<file path="src/rtl/bounce_sprite_engine.sv">
// bounce_sprite_engine: N bouncing rectangles updated once per frame, rendered as a registered 3-bit RGB pixel
module bounce_sprite_engine #(
  parameter int N_SPRITES = 4,
  parameter int SPRITE_W  = 32,
  parameter int SPRITE_H  = 32,
  parameter int H_ACTIVE  = 640,
  parameter int V_ACTIVE  = 480,
  parameter int POS_W     = 10,
  parameter int SPEED_W   = 3
)(
  input  logic               clk,
  input  logic               rst,
  input  logic [POS_W-1:0]   hpos,
  input  logic [POS_W-1:0]   vpos,
  input  logic               display_on,
  input  logic               frame_tick,
  input  logic [SPEED_W-1:0] speed,
  input  logic               pause,
  input  logic               invert,
  output logic [2:0]         rgb,
  output logic               busy,
  output logic [15:0]        bounce_cnt
);
  localparam int IW = N_SPRITES > 1 ? $clog2(N_SPRITES) : 1;
  localparam logic [POS_W-1:0] X_MAX = POS_W'(H_ACTIVE - SPRITE_W);
  localparam logic [POS_W-1:0] Y_MAX = POS_W'(V_ACTIVE - SPRITE_H);
  typedef enum logic {IDLE, UPDATE} state_t;
  state_t state;
  logic [IW-1:0] idx;
  logic [SPEED_W-1:0] spd;
  logic [POS_W-1:0] x [N_SPRITES];
  logic [POS_W-1:0] y [N_SPRITES];
  logic [N_SPRITES-1:0] dir_x, dir_y;
  logic [POS_W-1:0] sel_x, sel_y;
  logic sel_dx, sel_dy;
  logic [POS_W+1:0] nx, ny;
  logic [2:0] col;
  // Result packs {bounced, new_dir, new_pos}; math is one bit wider so p+s never wraps
  function automatic logic [POS_W+1:0] step(input logic [POS_W-1:0] p, input logic d,
                                            input logic [SPEED_W-1:0] s, input logic [POS_W-1:0] mx);
    logic [POS_W:0] sum;
    sum = {1'b0, p} + (POS_W+1)'(s);
    if (d) return sum >= {1'b0, mx} ? {2'b10, mx} : {2'b01, sum[POS_W-1:0]};
    return {1'b0, p} <= (POS_W+1)'(s) ? {2'b11, {POS_W{1'b0}}} : {2'b00, p - POS_W'(s)};
  endfunction
  always_comb begin
    sel_x = x[0];
    sel_y = y[0];
    sel_dx = dir_x[0];
    sel_dy = dir_y[0];
    col = 3'd0;
    for (int i = 0; i < N_SPRITES; i++)
      if (IW'(i) == idx) begin
        sel_x = x[i];
        sel_y = y[i];
        sel_dx = dir_x[i];
        sel_dy = dir_y[i];
      end
    // Scan high to low so the lowest-index hit is written last and wins
    for (int i = N_SPRITES - 1; i >= 0; i--)
      if ({1'b0, hpos} >= {1'b0, x[i]} && {1'b0, hpos} < {1'b0, x[i]} + (POS_W+1)'(SPRITE_W) &&
          {1'b0, vpos} >= {1'b0, y[i]} && {1'b0, vpos} < {1'b0, y[i]} + (POS_W+1)'(SPRITE_H))
        col = 3'(i + 1);
  end
  assign nx = step(sel_x, sel_dx, spd, X_MAX);
  assign ny = step(sel_y, sel_dy, spd, Y_MAX);
  assign busy = state == UPDATE;
  always_ff @(posedge clk or posedge rst) begin
    if (rst) begin
      state <= IDLE;
      idx <= '0;
      spd <= '0;
      rgb <= 3'd0;
      bounce_cnt <= 16'd0;
      for (int i = 0; i < N_SPRITES; i++) begin
        x[i] <= POS_W'(16 + 80 * i);
        y[i] <= POS_W'(16 + 48 * i);
        dir_x[i] <= 1'b1;
        dir_y[i] <= i % 2 == 0;
      end
    end else begin
      rgb <= display_on ? (invert ? ~col : col) : 3'd0;
      if (state == IDLE) begin
        if (frame_tick && !pause) begin
          state <= UPDATE;
          spd <= speed;
          idx <= '0;
        end
      end else begin
        for (int i = 0; i < N_SPRITES; i++)
          if (IW'(i) == idx) begin
            x[i] <= nx[POS_W-1:0];
            y[i] <= ny[POS_W-1:0];
            dir_x[i] <= nx[POS_W];
            dir_y[i] <= ny[POS_W];
          end
        bounce_cnt <= bounce_cnt + 16'(nx[POS_W+1]) + 16'(ny[POS_W+1]);
        idx <= idx + 1'b1;
        if (idx == IW'(N_SPRITES - 1)) state <= IDLE;
      end
    end
  end
endmodule

</file>
<file path="config.mk">
export PLATFORM = sky130hd
export DESIGN_NAME = bounce_sprite_engine
export DESIGN_NICKNAME = d
export VERILOG_FILES = /design/src/rtl/bounce_sprite_engine.sv
export SDC_FILE = /design/constraint.sdc
export NUM_CORES = 1
export LEC_CHECK = 0
export BUFFER_PORTS_ARGS = -buffer_cell sky130_fd_sc_hd__buf_2
export CAP_MARGIN = 20
export CORE_ASPECT_RATIO = 1.4
export CORE_UTILIZATION = 55
export DETAILED_ROUTE_END_ITERATION = 8
export PLACE_DENSITY = 0.79
export SKIP_CTS_REPAIR_TIMING = 1
export SYNTH_ARGS = -nofsm -noshare
export SYNTH_HDL_FRONTEND = slang
export SYNTH_SLANG_ARGS = --single-unit
</file>
<file path="constraint.sdc">
create_clock -name clk -period 5.4 [get_ports clk]
set_input_delay 0.54 -clock clk [delete_from_list [all_inputs] [get_ports clk]]
set_output_delay 0.54 -clock clk [all_outputs]
set_load 0.01 [all_outputs]
</file>
==> metrics.md <==
| Metric | Value |
|---|---|
| Cell Area, Synth | `9995 um^2` |
| Clock Path Buffers | `2` |
| Dpl hpwl | `20650 um` |
| First-pass GRT wire length | `43330 um` |
| Final setup fails | `0` |
| Setup repair after global routing missed its margin | `false` |
| Ys Warns | `0` |
| Final nets | `1367` |
| Drt total wl | `26710 um` |
| Antenna violations before repair | `0` |
| Layout Utilization | `61.95%` |
| Detailed-route DRC error count | `0` |
| Max Fclk | `0.1976 GHz` |
| Slew @ Worst Pin | `846.7 ps` |
| Antenna Nets Post-Route | `0` |
| Ranking of synthesized cells by area | `dfrtp_1 23%, ha_1 19%, dfstp_2 5.3%` |
| Final TNS setup | `0 ps` |
| Worst Setup Path Type | `flip-flop to flip-flop` |
| Antenna Diode Count | `0` |
| Number of global-route vias before repair | `8597` |
| Syn nets | `1326` |
| CTS Root Buffer Type | `clkbuf_16` |
| RePlAce Congestion | `0.9621` |
| Worst Setup Start Kind | `flip-flop` |
| Power density cells | `701.0 nW/um^2` |
| DR vias/cell | `6.038` |
| Final worst-path cycle share | `93.72%` |
| CTS tree | `yes` |
| Avg WL per Cell | `18.57 um` |
| EDFF count, synth | `0` |
| Relative slew slack | `43.07%` |
| Area grow syn2layout | `10.65%` |
| Clock Skew | `20.70 ps` |
| Die X | `115.9 um` |
| Async set or reset register ratio after synthesis | `100.0%` |
| Status | `complete, no violations` |
| Tot GR Track Use | `30.26%` |
| CP max FO | `7` |
| CP endpoint kind | `flip-flop` |
| Synth unique cells | `75` |
| Synth area leader | `dfrtp_1` |
| Final Hold Fails | `0` |
| Initial Util | `55.99%` |
| Critical Path Source | `idx[0]$_DFFE_PP0P_` |
| Final cell count without fillers | `1438` |
| Worst endpoint required time | `5710 ps` |
| Worst skew pair latency | `430 ps` |
| IO Pins | `49` |
| GRT overflow | `0` |
| CTS sink count | `113` |
| HP Class | `input pin to async pin` |
| Via count | `8683` |
| Port bufs | `48` |
| Max-Cap Viols | `0` |
| Leakage power | `4.988 nW` |
| DIE AREA | `18720 um^2` |
| Largest net degree at the start of global routing | `65` |
| Post-synthesis sequential area ratio | `28.54%` |
| H-tree depth | `4` |
| Placed Instances | `1406` |
| Area share of the largest cell type after synthesis | `23.28%` |
| Main flop type after synthesis | `dfrtp_1` |
| Row cnt | `58` |
| Layout cells sized above 1 | `14.61%` |
| Syn Area/Cell | `8.737 um^2` |
| Iter 0 DRT Violations | `613` |
| Num CTS Buffers | `17` |
| Core area | `17850 um^2` |
| Arrival time of the worst setup path | `5370 ps` |
| Reg2Reg Launch Point | `idx[0]$_DFFE_PP0P_` |
| Synth Instances | `1144` |
| Detailed Routing Iterations Pass 1 | `6` |
| Final Max Tran Viols | `0` |
| Vert. Die Dim | `161.5 um` |
| Clock slew at reported path FFs | `50 ps` |
| Final Critical Period | `5061 ps` |
| Worst VDD drop | `0.3625 mV` |
| Register bit total from synthesis | `113` |
==> synth_stat cells, types with 15 or more instances <==
cell / count
ha_1: 148
nand2_1: 123
inv_1: 111
dfrtp_1: 93
o21ai_0: 87
nor2_1: 52
a21oi_1: 44
nand3_1: 40
xnor2_1: 39
mux2_2: 37
clkbuf_1: 25
o31ai_1: 22
nor2b_1: 21
dfstp_2: 20
mux2i_1: 19
nand2b_1: 19
o21a_1: 19
a31oi_1: 17
nor3_1: 17
a211oi_1: 15
o211ai_1: 15
==> logic make-up (layout without fill, tap and decap cells) <==
family / after synthesis / count (layout) / share of synthesized area (%)
AOI/OAI and AO/OA: 310 / 310 / 21.01
xor gates and xnor gates: 47 / 47 / 4.119
adders and majority gates: 153 / 153 / 19.53
buffers and inverters: 154 / 208 / 6.097
DFF: 113 / 113 / 28.54
muxes: 56 / 56 / 6.072
and+or+nand+nor: 311 / 311 / 14.63
==> worst max-delay path: stages, from the launching register on <==
cell and delay, ps:
dfrtp_1 430, inv_1 90, ha_1 250, inv_2 160
nor2_1 70, o31ai_1 300, ha_1 220, inv_1 50
fa_1 410, o21bai_1 200, o2111ai_1 220, or3_1 380
a221oi_2 340, o31a_1 280, nand2_1 120, fa_1 450
nor2b_1 160, and3_1 230, nand2_1 70, nor2_1 220
nand3_1 120, xnor2_1 140
==> state kept, by name, indices dropped and copies added (netlist names) <==
register and cells:
bounce_cnt 16, x 40, spd 3, dir_y 4, dir_x 4, y 40, rgb 3, busy 1
idx 2
==> where the power goes <==
| group | total [W] | switching, W | internal, W |
|---|---|---|---|
| combinational | 0.00500 | 0.00306 | 0.00194 |
| clock | 0.00109 | 0.000396 | 0.000696 |
| sequential | 0.00166 | 0.000427 | 0.00123 |
==> metal layers <==
metal	up-vias	GRT usage (%)	share of wire, %
met5	-	0	0
met4	0	17.72	5.2
met3	78	3.977	3.7
met2	238	51.24	49
met1	4160	36.26	42
li1	4207	-	-
==> stage by stage <==
| step | power (W) | hold slack (ps) | setup slack, ps | area (um^2) |
|---|---|---|---|---|
| after floorplan | 0.005163 | 448.9 | 430.6 | 9995 |
| after global placement | 0.006400 | 460.1 | 547.1 | 10470 |
| after detailed placement | 0.006540 | 469.2 | 320.7 | 10470 |
| after CTS | 0.007672 | 218.1 | 292.7 | 11040 |
| after global routing | 0.008394 | 257.2 | 16.22 | 11060 |
| final | 0.007753 | 188.9 | 339.1 | 11060 |
==> worst paths after layout <==
| check | end | slack, ps | depth (start not counted) |
|---|---|---|---|
| setup reg to reg | bounce_cnt[15]$_DFFE_PP0P_ | 340 | 21 |
| hold reg to reg | dir_y[0]$_DFFE_PP1P_ | 480 | 2 |
| max in group asynchronous | x[7]$_DFFE_PP0P_ | 3960 | 3 |
| hold / removal | bounce_cnt[14]$_DFFE_PP0P_ | 190 | 2 |
| setup / recovery | bounce_cnt[15]$_DFFE_PP0P_ | 340 | 21 |
| min in group clk | spd[1]$_DFFE_PP0P_ | 330 | 3 |
==> cell type report <==
class | count | area (um^2)
fillers | 1558 | 6793
multi-input cells | 877 | 6554
flip-flops and latches | 113 | 2853
clock buffers | 21 | 460.4
inverters | 113 | 426.7
repair buffers | 63 | 352.8
well taps | 240 | 300.3
clock inverters | 11 | 112.6
==> layout by cell type, fill, tap and decap left out, drive strengths merged, types with 21 or more instances in the layout <==
| cell | Yosys | final |
|---|---|---|
| a21oi | 44 | 44 |
| inv | 113 | 113 |
| mux2 | 37 | 37 |
| o31ai | 23 | 23 |
| o21ai | 89 | 89 |
| nand3 | 40 | 40 |
| xnor2 | 39 | 39 |
| nor2b | 21 | 21 |
| dfrtp | 93 | 93 |
| clkbuf | 25 | 21 |
| buf | 16 | 63 |
| nor2 | 52 | 52 |
| ha | 148 | 148 |
| nand2 | 123 | 123 |
(Power assumes the default switching activity.)
